<file path="src/rtl/tst_dout_win_stats_if.sv">
// AXI-Stream beat bus feeding the window-statistics checker.
interface tst_dout_win_stats_if #(
   parameter int LANES = 4
) ();
   logic                tvalid;
   logic                tready;
   logic [32*LANES-1:0] tdata;

   modport master (output tvalid, output tdata, input tready);
   modport slave  (input tvalid, input tdata, output tready);
endinterface

</file>
<file path="src/rtl/tst_dout_win_stats.sv">
// Ramp checker that reduces an AXI-Stream sink to per-window beat/error/idle statistics.
// Optional first-error capture ports are enabled by defining TST_DOUT_ERR_CAPTURE_EN.
module tst_dout_win_stats #(
   parameter int LANES   = 4,
   parameter int WIN_LEN = 64
) (
   input  logic                     clk,
   input  logic                     rst,
   input  logic                     test_en,
   input  logic [31:0]              total_beats,
   tst_dout_win_stats_if.slave      s_axis,
   output logic                     vld_o,
   output logic [6:0]               cnt_o,
   output logic [6:0]               err_o,
   output logic [11:0]              idl_o,
   output logic [15:0]              lat_o,
   output logic                     done_o
`ifdef TST_DOUT_ERR_CAPTURE_EN
   ,
   output logic [31:0]              first_err_idx_o,
   output logic [32*LANES-1:0]      first_err_data_o
`endif
);
   typedef enum logic [1:0] {ST_IDLE, ST_WAIT_FIRST, ST_RUN, ST_DONE} state_t;
   localparam logic [6:0] WIN_LAST = 7'(WIN_LEN - 1);

   state_t           r_state;
   logic             r_en;
   logic             r_en_d;
   logic [31:0]      r_n;
   logic [31:0]      r_total;
   logic [15:0]      r_lat_cnt;
   logic [6:0]       r_win_cnt;
   logic [6:0]       r_acc_cnt;
   logic [6:0]       r_acc_err;
   logic [6:0]       r_acc_idl;
   logic             r_vld;
   logic             r_done;
   logic [6:0]       r_cnt;
   logic [6:0]       r_err;
   logic [6:0]       r_idl;
   logic [15:0]      r_lat;

   logic             w_start;
   logic             w_ready;
   logic             w_accept;
   logic             w_in_win;
   logic             w_idle;
   logic             w_beat_err;
   logic             w_last;
   logic             w_publish;
   logic [31:0]      w_base;
   logic [LANES-1:0] w_lane_err;
   logic [6:0]       w_cnt_sum;
   logic [6:0]       w_err_sum;
   logic [6:0]       w_idl_sum;

   assign w_start  = r_en & ~r_en_d;
   // Gating with r_en keeps a handshake from completing in the cycle an abort takes effect.
   assign w_ready  = r_en & ((r_state == ST_WAIT_FIRST) | (r_state == ST_RUN));
   assign w_accept = w_ready & s_axis.tvalid;
   // The cycle carrying the first beat is window cycle 0, even though it occurs in WAIT_FIRST.
   assign w_in_win = r_en & ((r_state == ST_RUN) | ((r_state == ST_WAIT_FIRST) & s_axis.tvalid));
   assign w_idle   = r_en & (r_state == ST_RUN) & ~s_axis.tvalid;
   assign w_base   = r_n * 32'(LANES);

   generate
      for (genvar gi = 0; gi < LANES; gi++) begin : g_lane
         assign w_lane_err[gi] = (s_axis.tdata[32*gi +: 32] != (w_base + 32'(gi)));
      end
   endgenerate

   assign w_beat_err = w_accept & (|w_lane_err);
   assign w_last     = w_accept & (r_n == (r_total - 32'd1));
   assign w_publish  = w_in_win & ((r_win_cnt == WIN_LAST) | w_last);
   assign w_cnt_sum  = r_acc_cnt + {6'd0, w_accept};
   assign w_err_sum  = r_acc_err + {6'd0, w_beat_err};
   assign w_idl_sum  = r_acc_idl + {6'd0, w_idle};

   assign s_axis.tready = w_ready;
   assign vld_o  = r_vld;
   assign cnt_o  = r_cnt;
   assign err_o  = r_err;
   assign idl_o  = {5'd0, r_idl};
   assign lat_o  = r_lat;
   assign done_o = r_done;

   always_ff @(posedge clk) begin
      if (rst) begin
         r_state   <= ST_IDLE;
         r_en      <= 1'b0;
         r_en_d    <= 1'b0;
         r_n       <= '0;
         r_total   <= '0;
         r_lat_cnt <= '0;
         r_win_cnt <= '0;
         r_acc_cnt <= '0;
         r_acc_err <= '0;
         r_acc_idl <= '0;
         r_vld     <= 1'b0;
         r_done    <= 1'b0;
         r_cnt     <= '0;
         r_err     <= '0;
         r_idl     <= '0;
         r_lat     <= '0;
      end else begin
         r_en   <= test_en;
         r_en_d <= r_en;
         if (!r_en) begin
            r_state <= ST_IDLE;
            r_done  <= 1'b0;
         end else begin
            case (r_state)
               ST_IDLE: begin
                  if (w_start) begin
                     r_state   <= ST_WAIT_FIRST;
                     r_n       <= '0;
                     r_lat_cnt <= '0;
                     r_win_cnt <= '0;
                     r_acc_cnt <= '0;
                     r_acc_err <= '0;
                     r_acc_idl <= '0;
                     r_total   <= (total_beats == 32'd0) ? 32'd1 : total_beats;
                  end
               end
               ST_WAIT_FIRST, ST_RUN: begin
                  if (r_state == ST_WAIT_FIRST) begin
                     if (s_axis.tvalid) begin
                        r_state <= ST_RUN;
                        r_lat   <= r_lat_cnt;
                     end else if (r_lat_cnt != 16'hFFFF) begin
                        r_lat_cnt <= r_lat_cnt + 16'd1;
                     end
                  end
                  if (w_in_win) begin
                     if (w_accept) begin
                        r_n <= r_n + 32'd1;
                     end
                     if (w_publish) begin
                        r_cnt     <= w_cnt_sum;
                        r_err     <= w_err_sum;
                        r_idl     <= w_idl_sum;
                        r_vld     <= ~r_vld;
                        r_acc_cnt <= '0;
                        r_acc_err <= '0;
                        r_acc_idl <= '0;
                        r_win_cnt <= '0;
                     end else begin
                        r_acc_cnt <= w_cnt_sum;
                        r_acc_err <= w_err_sum;
                        r_acc_idl <= w_idl_sum;
                        r_win_cnt <= r_win_cnt + 7'd1;
                     end
                     if (w_last) begin
                        r_state <= ST_DONE;
                        r_done  <= 1'b1;
                     end
                  end
               end
               default: begin
               end
            endcase
         end
      end
   end

`ifdef TST_DOUT_ERR_CAPTURE_EN
   logic                r_err_seen;
   logic [31:0]         r_fe_idx;
   logic [32*LANES-1:0] r_fe_data;

   always_ff @(posedge clk) begin
      if (rst) begin
         r_err_seen <= 1'b0;
         r_fe_idx   <= '0;
         r_fe_data  <= '0;
      end else if ((r_state == ST_IDLE) && w_start) begin
         r_err_seen <= 1'b0;
         r_fe_idx   <= '0;
         r_fe_data  <= '0;
      end else if (w_beat_err && !r_err_seen) begin
         r_err_seen <= 1'b1;
         r_fe_idx   <= r_n;
         r_fe_data  <= s_axis.tdata;
      end
   end

   assign first_err_idx_o  = r_fe_idx;
   assign first_err_data_o = r_fe_data;
`endif

endmodule

</file>
<file path="src/flat_wrapper.sv">
// flat-port wrapper written by rule: the top's interface ports become plain ports
module tst_dout_win_stats_flat 
#(
   parameter int LANES   = 4,
   parameter int WIN_LEN = 64
)
  (clk, rst, test_en, total_beats, vld_o, cnt_o, err_o, idl_o, lat_o, done_o, s_axis_tvalid, s_axis_tdata, s_axis_tready);
  tst_dout_win_stats_if #(.LANES(LANES)) s_axis_i ();
  input  logic clk;
  input  logic rst;
  input  logic test_en;
  input  logic [31:0] total_beats;
  output logic vld_o;
  output logic [6:0] cnt_o;
  output logic [6:0] err_o;
  output logic [11:0] idl_o;
  output logic [15:0] lat_o;
  output logic done_o;
  input wire logic [$bits(s_axis_i.tvalid)-1:0] s_axis_tvalid;
  input wire logic [$bits(s_axis_i.tdata)-1:0] s_axis_tdata;
  output wire logic [$bits(s_axis_i.tready)-1:0] s_axis_tready;
  assign s_axis_i.tvalid = s_axis_tvalid;
  assign s_axis_i.tdata = s_axis_tdata;
  assign s_axis_tready = s_axis_i.tready;
  tst_dout_win_stats #(.LANES(LANES), .WIN_LEN(WIN_LEN)) u_core (.clk(clk), .rst(rst), .test_en(test_en), .total_beats(total_beats), .s_axis(s_axis_i), .vld_o(vld_o), .cnt_o(cnt_o), .err_o(err_o), .idl_o(idl_o), .lat_o(lat_o), .done_o(done_o));
endmodule
</file>
<file path="config.mk">
export PLATFORM = sky130hd
export DESIGN_NAME = tst_dout_win_stats_flat
export DESIGN_NICKNAME = d
export VERILOG_FILES = /design/src/rtl/tst_dout_win_stats_if.sv /design/src/rtl/tst_dout_win_stats.sv /design/src/flat_wrapper.sv
export SDC_FILE = /design/constraint.sdc
export NUM_CORES = 1
export LEC_CHECK = 0
export ABC_AREA = 1
export BUFFER_PORTS_ARGS = -buffer_cell sky130_fd_sc_hd__clkbuf_2
export CELL_PAD_IN_SITES_DETAIL_PLACEMENT = 1
export CELL_PAD_IN_SITES_GLOBAL_PLACEMENT = 2
export CORE_MARGIN = 2
export CORE_UTILIZATION = 30
export DETAILED_ROUTE_END_ITERATION = 16
export GPL_TIMING_DRIVEN = 0
export PLACE_DENSITY_LB_ADDON = 0.1
export SLEW_MARGIN = 0
export SYNTH_ARGS = -nofsm -noshare
export SYNTH_HDL_FRONTEND = slang
export SYNTH_SLANG_ARGS = --single-unit
</file>
<file path="constraint.sdc">
create_clock -name clk -period 3.35 [get_ports clk]
set_clock_uncertainty 0.1 [all_clocks]
set_input_delay 0.5025 -clock clk [delete_from_list [all_inputs] [get_ports clk]]
set_output_delay 0.5025 -clock clk [all_outputs]
set_load 0.02 [all_outputs]
</file>
==> results.md <==
* Clock Tree Root: clkbuf_16
* Int Power at around 3.3 mW
* Top Metal Used: met4
* Place WS at -822.2 ps
* First-pass GRT wire length at approximately 59 mm
* Final WL at 36.90 mm
* MaxCap Viol Count at 0
* Max Clock Freq at between 0.3 and 0.4 GHz
* CTS tree: yes
* P_sw at 1.324 mW
* Sequential fraction of the synthesis area at 0.2993
* Hold Slack at 131.8 ps
* Met2 WL at 18.44 mm
* Tot Pwr at between 4 and 5 mW
* Area after DPL at approximately 0.012 mm²
* Syn Std Cell Area at 0.01010 mm²
* Routed length per instance at approximately 17 µm
* Flop-to-flop setup slack at 200 ps
* Worst path required time at 3560 ps
* WP buf/inv at 2
* Final setup TNS at 0 ps
* Clock power share at 0.450
* Leakage at 5.349 nW
* Critical Path Sink Type: flop
* Routed Antenna Nets at 0
* Max Slew Vio Count at 0
* Critical path peak fanout at 10
* Io pins at 209
* Die W at 187.5 µm
* Drt pass-1 iters at 4
* Metal3 WL at 1.275 mm
* VDD IR max at 373.9 µV
* Reg clk slew, reported paths at ~70 ps
* Most used DFF post-synth: dfxtp_1
* Antenna violations before repair at 4
* Vias in the first global route at 10908
* Crit path cell chain: buf_8, xnor2_1, nand4_1, nor4_4, nand3_1, nor2_1, and3b_2, nor2_1, ha_2, ha_2, nand3_2, nand3b_1, xor2_1, inv_1, nand4_1, a21oi_1
* Fin crit period at 3146 ps
* Crit share post-route at 0.9390
* Reg2reg end: u_core.r_acc_err[6]
* Switching share of power at 0.2853
* Placed Cells at ~2200
* Die Ht at 187.5 µm
* Die area at 0.03515 mm²
* Slew margin rel. at 0.4741
* Row cnt at 67
* CP max stage cell: nor4_4
* Routability Congestion at 0.8061
* Tot GR Track Use at 0.2139
* Fraction of registers with async set/reset at 0
* Crit Path Class: flop to flop
* Post-Layout Inst Area at 0.01246 mm²
* Post-synth EDFFs at 0
* Maximum clock path buffer count at 2
* Synth Instances at 1500
* Final core utilization at 0.3735
* Nets at around 1900
* Hold Path Class: input pin to flop
* Distinct cells, synth at 49
* Reg power frac at 0.398
* Synthesis Warnings at 0
* Post-synthesis register bit count at around 150
* Worst Reg-to-Reg Cells at 16
* Fin cells at 2192
* Synthesized area per cell at roughly 6.7 µm²
* Power per standard cell area at 372.5 mW/mm²
* # fillers at 4364
* H-tree levels at 4
* CP arrival at ~3400 ps
* Clock Latency Late Sink at 450 ps
* RSZ-0062 raised after global routing: false
* Gate power share at 0.152
* Residual DRC at 0
* Via density at 4.724
* Total grt overflow at 0
* Syn-to-layout area delta at 23.39%
* Largest net degree at the start of global routing at 17
* Vias at about 10000
* DP Wirelength at 29.43 mm
* Worst hold start: test_en
* Crit Reg-Reg Startpoint: u_core.r_n[25]
* Worst-Margin Slew at 783.6 ps
* Layout cells sized above 1 at 0.2011
* Sink Count at 151
* Startpoint Class: flop
* Initial DRC count at roughly 390
* Final setup violating endpoints at 0
* Buffers on Ports at 202
* Cell count of the worst hold path at 3
* Delay-heaviest family, CP: simple AND/OR/NAND/NOR gates
* Final Hold Viols at 0
* CTS buffer count at 17
* Peak per-stage delay on the critical path at ~500 ps
* Run status: completed
* Wire length on met1 at 16.80 mm
* Core area at 0.03336 mm²
* Post-route setup slack at 204.4 ps
* Hold endpoint: u_core.r_en
* Initial Utilization at 0.3027
-- synthesized netlist by cell type, types with 3 or more instances --
master | number | area (µm²)
o21bai_1 | 7 | 52.55
nor3_1 | 34 | 170.2
nand3b_1 | 14 | 105.1
nor2_2 | 6 | 37.54
nand4_1 | 60 | 375.4
a211oi_1 | 14 | 105.1
xor2_1 | 60 | 525.5
nand2_2 | 5 | 31.28
inv_1 | 126 | 473.0
dfxtp_1 | 151 | 3023
or2_2 | 14 | 87.58
buf_1 | 3 | 11.26
o21ai_0 | 32 | 160.2
clkbuf_1 | 38 | 142.6
nand2_4 | 3 | 33.78
xnor2_1 | 104 | 910.9
ha_1 | 14 | 175.2
nor2_4 | 8 | 90.09
nor3b_1 | 8 | 60.06
inv_2 | 12 | 45.04
nor4_1 | 24 | 150.1
buf_2 | 25 | 125.1
nand3_1 | 63 | 315.3
nand3_4 | 3 | 52.55
buf_4 | 6 | 45.04
nor2_1 | 188 | 705.7
nand2_1 | 346 | 1299
a21oi_1 | 97 | 485.5
o2111ai_1 | 4 | 35.03
o21ai_1 | 6 | 30.03
-- sequential cells by signal (all words and copies together) (netlist names), 2 cells and up --
name and cells:
u_core.cnt_o 7, u_core.err_o 7, u_core.lat_o 16, u_core.r_acc_cnt 7, u_core.r_acc_err 7, u_core.r_acc_idl 7, u_core.r_idl 7, u_core.r_lat_cnt 16
u_core.r_n 32, u_core.r_state 2, u_core.r_total 32, u_core.r_win_cnt 7
-- power groups by stage --
stage / registers, mW / clock network, mW / logic (mW)
3_3_place_gp: 1.89 / 0 / 0.692
2_1_floorplan: 1.88 / 0 / 0.455
5_1_grt: 1.85 / 2.22 / 0.798
6_report: 1.85 / 2.09 / 0.703
4_1_cts: 1.85 / 2.16 / 0.711
3_5_place_dp: 1.89 / 0 / 0.704
-- final cells by class --
class	instances	area, µm²	share of cell area
multi-input combinational	1138	6264	0.5026
sequential	151	3032	0.2433
timing repair buffer	206	1041	0.08353
tap	448	560.5	0.04498
inverter	138	518.0	0.04157
clock buffer	21	460.4	0.03695
buffer	75	416.7	0.03343
clock inverter	11	160.2	0.01285
antenna	4	10.01	0.0008032
-- worst max-delay path by stage --
stage	from	end	slack, ps	depth (start not counted)
6_report	u_core.r_n[25]	u_core.r_acc_err[6]	200	16
5_1_grt	u_core.r_n[0]	u_core.r_acc_err[6]	2	17
3_3_place_gp	u_core.r_n[15]	u_core.r_acc_err[6]	-750	16
2_1_floorplan	u_core.r_n[23]	u_core.r_acc_err[6]	660	16
4_1_cts	u_core.r_n[26]	u_core.r_acc_err[6]	0.05	16
3_5_place_dp	u_core.r_n[25]	u_core.r_acc_err[6]	-820	16
-- tightest hold or removal path: stages --
cell      delay (ps)
clkbuf_2          80
inv_1             40
nor2_1            30
-- cells in the final DEF, fill, tap and decap left out, types with 35 or more instances in the layout --
master	instances
nand2_1	346
clkbuf_2	204
nor2_1	187
dfxtp_1	148
inv_1	126
xnor2_1	103
a21oi_1	97
nand3_1	62
xor2_1	60
nand4_1	60
clkbuf_1	35
-- cell families after synthesis --
kind of cell / Yosys count / synth area share
fa+ha+maj: 14 / 0.01734
compound gates: 168 / 0.09192
simple gates: 787 / 0.3599
xor+xnor: 164 / 0.1422
other cells: 1 / 0.0003713
flops: 151 / 0.2993
buf+inv: 215 / 0.08895
-- routing by layer --
layer / global-route usage / vias up
met4: 0.04694 / 0
met5: 0 / -
met2: 0.3866 / 147
li1: - / 5305
met1: 0.2638 / 4882
met3: 0.03884 / 21
-- timing repair --
action	CTS	global route
resized for setup	19	21
setup endpoints to repair	14	7
hold buffers	0	0
setup buffers	0	4
pin swaps	1	4
No activity file was read; power rests on OpenSTA's default activity.
